### src/rtl/credit_rr_arbiter.sv
// credit_rr_arbiter: round-robin wormhole arbiter with a downstream credit counter (CREDIT_RR_ARBITER_CREDIT_CHECK_EN adds sticky credit_err_out)
module credit_rr_arbiter #(
  parameter int NUM_REQ = 5,
  parameter int CREDIT_DEPTH = 4,
  localparam int CNT_W = $clog2(CREDIT_DEPTH + 1)
) (
  input  logic               clk,
  input  logic               reset_n,
  input  logic [NUM_REQ-1:0] request_in,
  input  logic [NUM_REQ-1:0] tail_in,
  input  logic               credit_in,
  output logic [NUM_REQ-1:0] grant_out,
  output logic               grant_valid_out,
  output logic               transfer_out,
`ifdef CREDIT_RR_ARBITER_CREDIT_CHECK_EN
  output logic [CNT_W-1:0]   credits_out,
  output logic               credit_err_out
`else
  output logic [CNT_W-1:0]   credits_out
`endif
);
  localparam int PW = $clog2(NUM_REQ);
  typedef enum logic {IDLE, LOCKED} state_t;
  state_t state;
  logic [PW-1:0] ptr, gidx, win;
  logic tail_xfer, full;
  function automatic logic [PW-1:0] wrap_idx(input int v);
    return PW'(v >= NUM_REQ ? v - NUM_REQ : v);
  endfunction
  assign full = credits_out == CNT_W'(CREDIT_DEPTH);
  assign transfer_out = grant_valid_out & |(request_in & grant_out) & (credits_out != '0);
  assign tail_xfer = transfer_out & |(tail_in & grant_out);
  // downward scan so the last hit is the first requester at or above the pointer
  always_comb begin
    win = '0;
    for (int i = NUM_REQ - 1; i >= 0; i--)
      if (request_in[wrap_idx(int'(ptr) + i)]) win = wrap_idx(int'(ptr) + i);
  end
  // grant FSM: lock onto a winner until its tail flit moves, then advance the pointer past it
  always_ff @(posedge clk or negedge reset_n) begin
    if (!reset_n) begin
      state <= IDLE;
      grant_out <= '0;
      grant_valid_out <= 1'b0;
      ptr <= '0;
      gidx <= '0;
    end else if (state == IDLE) begin
      if (|request_in) begin
        state <= LOCKED;
        grant_out <= NUM_REQ'(1) << win;
        grant_valid_out <= 1'b1;
        gidx <= win;
      end
    end else if (tail_xfer) begin
      state <= IDLE;
      grant_out <= '0;
      grant_valid_out <= 1'b0;
      ptr <= (gidx == PW'(NUM_REQ - 1)) ? '0 : gidx + 1'b1;
    end
  end
  // credit counter: transfers consume, credit pulses return, saturating at full
  always_ff @(posedge clk or negedge reset_n) begin
    if (!reset_n) credits_out <= CNT_W'(CREDIT_DEPTH);
    else if (transfer_out && !credit_in) credits_out <= credits_out - 1'b1;
    else if (credit_in && !transfer_out && !full) credits_out <= credits_out + 1'b1;
  end
`ifdef CREDIT_RR_ARBITER_CREDIT_CHECK_EN
  // sticky flag for a credit returned while the counter is already full
  always_ff @(posedge clk or negedge reset_n) begin
    if (!reset_n) credit_err_out <= 1'b0;
    else if (credit_in && full) credit_err_out <= 1'b1;
  end
`endif
endmodule

### config.mk
export PLATFORM = sky130hd
export DESIGN_NAME = credit_rr_arbiter
export DESIGN_NICKNAME = d
export VERILOG_FILES = /design/src/rtl/credit_rr_arbiter.sv
export SDC_FILE = /design/constraint.sdc
export NUM_CORES = 1
export LEC_CHECK = 0
export CAP_MARGIN = 25
export CELL_PAD_IN_SITES_DETAIL_PLACEMENT = 2
export CELL_PAD_IN_SITES_GLOBAL_PLACEMENT = 2
export CORE_MARGIN = 5
export CORE_UTILIZATION = 37
export DETAILED_ROUTE_END_ITERATION = 7
export PLACE_DENSITY_LB_ADDON = 0.1
export SLEW_MARGIN = 20
export SYNTH_ARGS = -nofsm -noshare
export SYNTH_HDL_FRONTEND = slang
export SYNTH_SLANG_ARGS = --single-unit
### constraint.sdc
create_clock -name clk -period 6.4 [get_ports clk]
set_input_delay 0.64 -clock clk [delete_from_list [all_inputs] [get_ports clk]]
set_output_delay 0.64 -clock clk [all_outputs]
set_load 0.02 [all_outputs]
# After elaboration in Yosys (flattened, before gate mapping)
# Index checks and enable logic that the tools add are counted.
[word_totals] ff_bits=16 elab_cells=85
[classes] n_addsub=12 order_cmp=10 n_eq_ne=3 shift=1 mux=32 n_bitwise=6 reduce_logical=15
[ops] cell="$mux 3" count=13
[ops] cell="$lt 3x4->1 const B" count=5
[ops] cell="$ge 4x3->1 const B" count=4
[ops] cell="$bmux 1 s3" count=5
[ops] cell="$mux 5" count=3
[ops] cell="$reduce_or 5->1" count=3
[ops] cell="$sub 3x3->3 const B" count=5
[ops] cell="$mux 1" count=11
[ops] cell="$and 5x5->5" count=2
[ops] cell="$add 3x2->4 const B" count=2
[ops] cell="$add 3x1->3 const B" count=2
[ops] cell="$eq 3x3->1 const B" count=2
[ops] cell="$reduce_and 2->1" count=3
[ops] cell="$shl 1x3->5 const A" count=1
[ops] cell="$add 3x1->4 const B" count=1
[ops] cell="$add 3x3->4 const B" count=1
[ops] cell="$reduce_bool 2->1" count=2
[ops] cell="$and 1x1->1" count=3
[ops] cell="$ge 3x3->1 const B" count=1
[ops] cell="$logic_and 1x1->1" count=3
[ops] cell="$logic_not 1->1" count=3
[ops] cell="$reduce_bool 3->1" count=1
[ops] cell="$sub 3x1->3 const B" count=1
[ops] cell="$ne 2x1->1 const B" count=1
[ops] cell="$not 1->1" count=1

# Depth between registers and ports, before layout
[logic_depth] ltp_word=13 depth_mapped=15 mapped_depth_nobuf=12

# Worst setup path after synthesis
# No wires, ideal clock.
[synth_path] path_kind="register -> register" start="register ptr[0]" end="register grant_out[0]" setup_time_ps=122 t_arrival_ps=3047 t_required_ps=6278 slack_ps=3232 stages_incl_launch_ff=16 path_buffers=3 period_less_slack_ps=3168 path_cell_list="dfrtp_1 -> buf_6 -> buf_8 -> inv_2 -> ha_1 -> inv_1 -> fa_1 -> buf_2 -> nor2_1 -> a2bb2oi_1 -> inv_1 -> and3_1 -> or3_1 -> o31ai_1 -> a21oi_1 -> a32o_1"
[synth_between] elab_chain_len=13 elab_cells_between_ends=37 cone_classes="add/sub (9); order compare (5); shift (1); mux (22)"
[synth_rtl] element="start: declaration" line_no="25" text="logic [PW-1:0] ptr, gidx, win;"
[synth_rtl] element="start signal: assignment" line_no="58" text="ptr <= (gidx == PW'(NUM_REQ - 1)) ? '0 : gidx + 1'b1;"
[synth_rtl] element="$add 3x3->4" line_no="37" text="if (request_in[wrap_idx(int'(ptr) + i)]) win = wrap_idx(int'(ptr) + i);"
[synth_rtl] element="$ge 4x3->1 or $sub 3x3->3 (tied branches)" line_no="28" text="return PW'(v >= NUM_REQ ? v - NUM_REQ : v);"
[synth_rtl] element="$mux 3" line_no="28"
[synth_rtl] element="$bmux 1 s3" line_no="37"
[synth_rtl] element="$mux 1 (not written as such)" line_no="37"
[synth_rtl] element="$mux 3 (4 in a row)" line_no="37"
[synth_rtl] element="$mux 3 (*)" line_no="37"
[synth_rtl] element="$shl 1x3->5 (*)" line_no="50" text="grant_out <= NUM_REQ'(1) << win;"
[synth_rtl] element="$mux 5 (*)" line_no="48" text="if (|request_in) begin"
[synth_rtl] element="$mux 5 (*)" line_no="47" text="end else if (state == IDLE) begin"
[synth_rtl] element="end signal: assignment" line_no="50"
[synth_rtl] element="end: declaration" line_no="12" text="output logic [NUM_REQ-1:0] grant_out,"
# Every way passes the cells marked *; elsewhere a longest branch is shown, timed or not. The select of a mux whose other input is x is not followed.
# A chain may end at the register's enable or synchronous reset.

# Worst setup path after layout
[layout_path] start="register ptr[1]" end="register grant_out[0]"
# The elaborated chain is that of the path after synthesis.

==> key figures <==
Status
  – Run status: completed

STA
  – Max_slew headroom: 0.489
  – Count of final setup violators: 0
  – Final worst path period share: 0.554
  – Worst-case clock skew: 0.981 ps
  – Setup TNS: 0 ps
  – Worst slew pin tran: 764 ps
  – Unrepaired setup endpoints after global routing: false
  – Hold Fails Final Rpt: 0
  – Worst Slack Setup Final: 2850 ps
  – Fmax: 0.282 GHz
  – Final min period: 3550 ps
  – Slew Viols, Final: 0

Min path
  – HP Class: register to register

Critical path
  – Worst setup path end: grant_out[0]$_DFFE_PN0P_
  – CP Launch Type: register
  – Kind of critical path: register to register
  – Worst r2r dst: grant_out[0]$_DFFE_PN0P_
  – WP data required: 6590 ps
  – Worst setup path start: ptr[1]$_DFFE_PN0P_
  – Critical R2R Launch: ptr[1]$_DFFE_PN0P_
  – WP data arrival: 3740 ps
  – Setup crit end kind: register
  – Worst R2R Path Depth: 11
  – Reg2reg setup slack: 2850 ps
  – Max FO, Critical Path: 11

Floorplan
  – Row cnt: 27
  – Die width: 84.8 um
  – Die height: 84.8 um
  – # IOs: 23
  – Initial core utilization: 0.378
  – Die area: 0.00719 mm^2
  – Core Area: 0.00547 mm^2

CTS
  – Maximum root-to-sink buffer count: 2
  – Postcts setup bufs: 0
  – Hold Buf Count CTS: 0
  – H-Tree Depth: 1
  – Reg clk slew, reported paths: 70 ps
  – Total CTS buffers: 3
  – CTS resizes: 0
  – Clk sinks: 16
  – CTS tree: yes
  – Clk_lat worst skew: 250 ps
  – Root Driver: clkbuf_8

Drt
  – Via-per-instance ratio: 5.86
  – DRT antenna net count: 0
  – Starting DRC count in detailed routing: 97
  – DR WL/cell: 20.4 um
  – Drt drc: 0
  – Detailed Routing Iterations Pass 1: 4
  – WL final: 6970 um
  – Vias: 2005

Synth
  – Synth Area in Simple Gates: 0.253
  – Post-synth EDFFs: 0
  – Complex-gate fraction of the synthesized area: 0.313
  – Post-synth top area cell: dfrtp_1
  – Post-Syn Instances: 255
  – Synth Net Count: 281
  – XOR/XNOR Fraction of Synth Area: 0.0284
  – Synth Flop Type: dfrtp_1
  – Post-synthesis mux area share: 0.0568
  – Syn. warnings: 0
  – Count leader, synth: nor2_1
  – Syn Area/Cell: 8.12 um^2
  – Post-synth top cells: nor2_1 (26), a21oi_1 (22), nand2_1 (18)
  – Adder-Cell Fraction of Synth Area: 0.0859
  – Largest family of logic cells by synthesized area: compound AO/OA/AOI/OAI gates
  – Number of synthesized register bits: 16
  – Post-synthesis sequential area ratio: 0.194
  – Synthesized cell area: 0.00207 mm^2
  – Largest cells by area after synthesis: dfrtp_1 (18%), ha_1 (6.7%), a21oi_1 (5.3%)
  – Fraction of registers with async set/reset: 1.00
  – Synth cell types: 72
  – Synth top area share: 0.181

Layout
  – Fraction of layout cells with a size suffix above 1: 0.0852
  – Area grow syn2layout: 13.5%
  – # diodes: 0
  – Final nets: 297

Placement
  – IO Port Bufs: 22
  – Dpl ws: 2910 ps
  – Placer Congestion: 0.802
  – DPL Wire Length: 5490 um

Global routing
  – Initial antenna violation count: 0
  – First-pass GRT wire length: 11600 um
  – Gr ovfl total: 0
  – Total GRT Usage: 0.201
  – Largest net degree at the start of global routing: 37
  – Vias in the first global route: 2185

Flow run
  – Number of max-cap violations: 0
layout make-up:
cell class | count | area (um^2)
fill | 634 | 3120
multi-input combinational | 212 | 1530
sequential | 16 | 402
timing repair buffer | 24 | 235
tap | 72 | 90.1
inverter | 14 | 52.6
clock buffer | 4 | 45.0
registers in the layout (all words and copies together), names as in the netlist:
signal and count:
grant_valid_out 1, state 1, credits_out 3, gidx 3, grant_out 5, ptr 3
per-stage QoR:
stage,instance area [um^2],cells,utilization,hold slack (ps)
floorplan,2070,255,-,344
finish,2350,342,0.429,513
global placement,2300,338,0.421,504
global route,2350,342,0.429,567
detailed placement,2300,338,0.421,503
CTS,2350,342,0.429,523
cells in the final DEF (no fill, tap or decap), types with 5 or more instances in the layout:
master,count
nor2_1,26
nand2b_1,8
o21ai_1,5
inv_1,13
o21ai_0,9
a21o_1,6
nand3_1,7
ha_1,11
a21oi_1,22
mux2i_1,8
nand2_1,18
nor2b_1,5
dfrtp_1,15
clkdlybuf4s50_1,22
a211oi_1,7
routing by layer:
layer	global-route usage	routed length, um
met2	0.379	3700
met5	0	0
met4	0.0360	49
met1	0.252	3100
met3	0.0147	121
logic make-up after synthesis:
family / Yosys count
xor gates and xnor gates: 5
AOI/OAI and AO/OA: 87
and+or+nand+nor: 96
muxes: 11
buffers and inverters: 27
adders and majority gates: 13
DFF: 16
worst min path at each step:
| stage | startpoint | end | slack (ps) | cells after the start |
|---|---|---|---|---|
| finish | grant_valid_out$_DFFE_PN0P_ | grant_valid_out$_DFFE_PN0P_ | 510 | 2 |
| global route | grant_valid_out$_DFFE_PN0P_ | grant_valid_out$_DFFE_PN0P_ | 570 | 2 |
| CTS | grant_valid_out$_DFFE_PN0P_ | grant_valid_out$_DFFE_PN0P_ | 520 | 2 |
| detailed placement | grant_valid_out$_DFFE_PN0P_ | grant_valid_out$_DFFE_PN0P_ | 500 | 2 |
| global placement | grant_valid_out$_DFFE_PN0P_ | grant_valid_out$_DFFE_PN0P_ | 500 | 2 |
| floorplan | reset_n | credits_out[0]$_DFFE_PN0P_ | 340 | 0 |
worst max-delay path, stage by stage, from the launching register on:
cell and delay [ps]:
dfrtp_1 610, inv_1 240, ha_1 270, ha_1 440
nor2_1 70, a211oi_1 400, o21ai_0 170, o311ai_1 460
a211oi_1 130, o2111ai_2 270, and3_1 250, a32o_1 180
Power is left out: the tool's default activity adds up to more than one toggle a clock period on the data nets, which glitch-free logic cannot reach.
==> RTL change, RTL diff (same settings) <==
Build with the macro `CREDIT_RR_ARBITER_CREDIT_CHECK_EN` defined.
--- a/src/rtl/credit_rr_arbiter.sv
+++ b/src/rtl/credit_rr_arbiter.sv
@@ -1,4 +1,6 @@
 // credit_rr_arbiter: round-robin wormhole arbiter with a downstream credit counter (CREDIT_RR_ARBITER_CREDIT_CHECK_EN adds sticky credit_err_out)
+`define CREDIT_RR_ARBITER_CREDIT_CHECK_EN
+
 module credit_rr_arbiter #(
   parameter int NUM_REQ = 5,
   parameter int CREDIT_DEPTH = 4,
Check against the original RTL (old outputs only; new: credit_err_out): equivalent (Yosys induction, for registers that start in step).
==> RTL change against the unedited design <==
Sequential cell count up 1; synthesized cell count shrank 5.5%; area after synthesis decreased by 3.4%; setup slack got worse by 480 ps; routed wire length is 0.76% higher; design area shrank 1.5%; critical path type unchanged.
==> RTL change: results (changes against the unedited design) <==
[global_routing]
grt_antenna_before_repair=0  ; unchanged
grt_util_all_layers_pct=20.5  ; +0.32 points
global_route_wire_length_before_repair_um=11600  ; about the same
gr-usage-met1_pct=30.3  ; +5.1 points
maximum_number_of_pins_on_one_net_before_global_route_repair=34  ; -8.1%

[placement]
place_worst_setup_slack_ps=2440  ; -466 ps
io_buffers=23  ; +4.5%
finalWeightedCongestion=0.860  ; +7.3%
detailedPlacementHpwl_um=5380  ; -2.0%
placed_cells=321  ; -5.0%
standard_cell_area_after_detailed_placement_mm2=0.00226  ; -1.7%

[layout]
post_layout_nonfiller_instances=325  ; -5.0%
design.final.nets=282  ; -5.1%
layout-drive-gt1-share_pct=9.02  ; +0.50 points

[status]
result_of_the_run=finished, final reports clean

[worst_setup_path]
critical_path.reg2reg.startpoint=ptr[0]
cp_data_arrival_time_ps=4150  ; +410 ps
worstPathMaxFanout=33  ; +22
timing.rr.end=grant_out[3]

[sta]
worstMarginPinSlew_ps=823  ; +58.6 ps
clock_skew_ps=5.48  ; +4.50 ps
fin_crit_period_ps=4030  ; +481 ps

[drt]
drt_iter0_markers=135  ; +39%
route.met2.wl_um=3180  ; -14%
wl_per_cell_um=21.6  ; +6.0%
vias_per_cell=6.26  ; +6.8%
wl_met1_um=3440  ; +11%
detailroute.wirelength.met3_um=342  ; +180%

[synth]
synth_compound_area_share_pct=31.6  ; +0.30 points
synth.top_cells.by_count=24 x nand2_1, 16 x dfrtp_1, 16 x o21ai_0, 15 x nor2_1, 13 x a21oi_1
yosys.area_share.xor_xnor_pct=1.31  ; -1.5 points
synth_cell_types=64  ; -11%
share_of_synthesized_area_spent_on_multiplexers_pct=10.6  ; +5.0 points
synth_seq_area_share_pct=21.4  ; +1.9 points
syn-num-nets=267  ; -5.0%
yosys-top-cells-area=dfrtp_1 20%, ha_1 6.9%, mux2i_1 5.0%, nand2_1 4.5%, o21ai_0 4.0%

-- RTL change: through the flow --
| step | total power [W] | utilization, % |
|---|---|---|
| 3_3_place_gp | 0.00131 | 43.8 |
| 6_report | 0.00143 | 44.7 |
| 2_1_floorplan | 0.00103 | - |
| 5_1_grt | 0.00156 | 44.7 |
| 4_1_cts | 0.00143 | 44.7 |
| 3_5_place_dp | 0.00133 | 43.8 |
-- RTL change: critical path, stage by stage (launching register included) --
cell	delay, ps
dfrtp_1	330
buf_4	340
inv_1	330
ha_1	780
mux2i_1	250
mux2_2	320
o32ai_1	560
nor2_1	170
o211ai_1	120
o21ai_0	150
o21ai_0	350
o21ai_0	170
-- RTL change: power breakdown --
| group | switching (W) | internal (W) | leakage (nW) |
|---|---|---|---|
| clock | 0.0000431 | 0.0000440 | 0.0217 |
| combinational | 0.000650 | 0.000472 | 0.706 |
| sequential | 0.0000720 | 0.000149 | 0.207 |
| total | 0.000766 | 0.000665 | 0.935 |
-- RTL change: worst min-delay path by stage --
stage / startpoint / end / slack, ps / cells after the start
2_1_floorplan: reset_n / credit_err_out / 340 / 0
3_3_place_gp: credit_err_out / credit_err_out / 450 / 1
3_5_place_dp: credit_err_out / credit_err_out / 480 / 1
4_1_cts: credit_err_out / credit_err_out / 490 / 1
5_1_grt: credit_err_out / credit_err_out / 510 / 1
6_report: credit_err_out / credit_err_out / 490 / 1
-- RTL change: area by class of cell --
type | instances | area (µm²)
Timing Repair Buffer | 24 | 238
Inverter | 11 | 41.3
Clock inverter | 1 | 7.51
Clock buffer | 3 | 41.3
Tap cell | 70 | 87.6
Sequential cell | 17 | 427
Fill cell | 575 | 2860
Multi-Input combinational cell | 199 | 1470
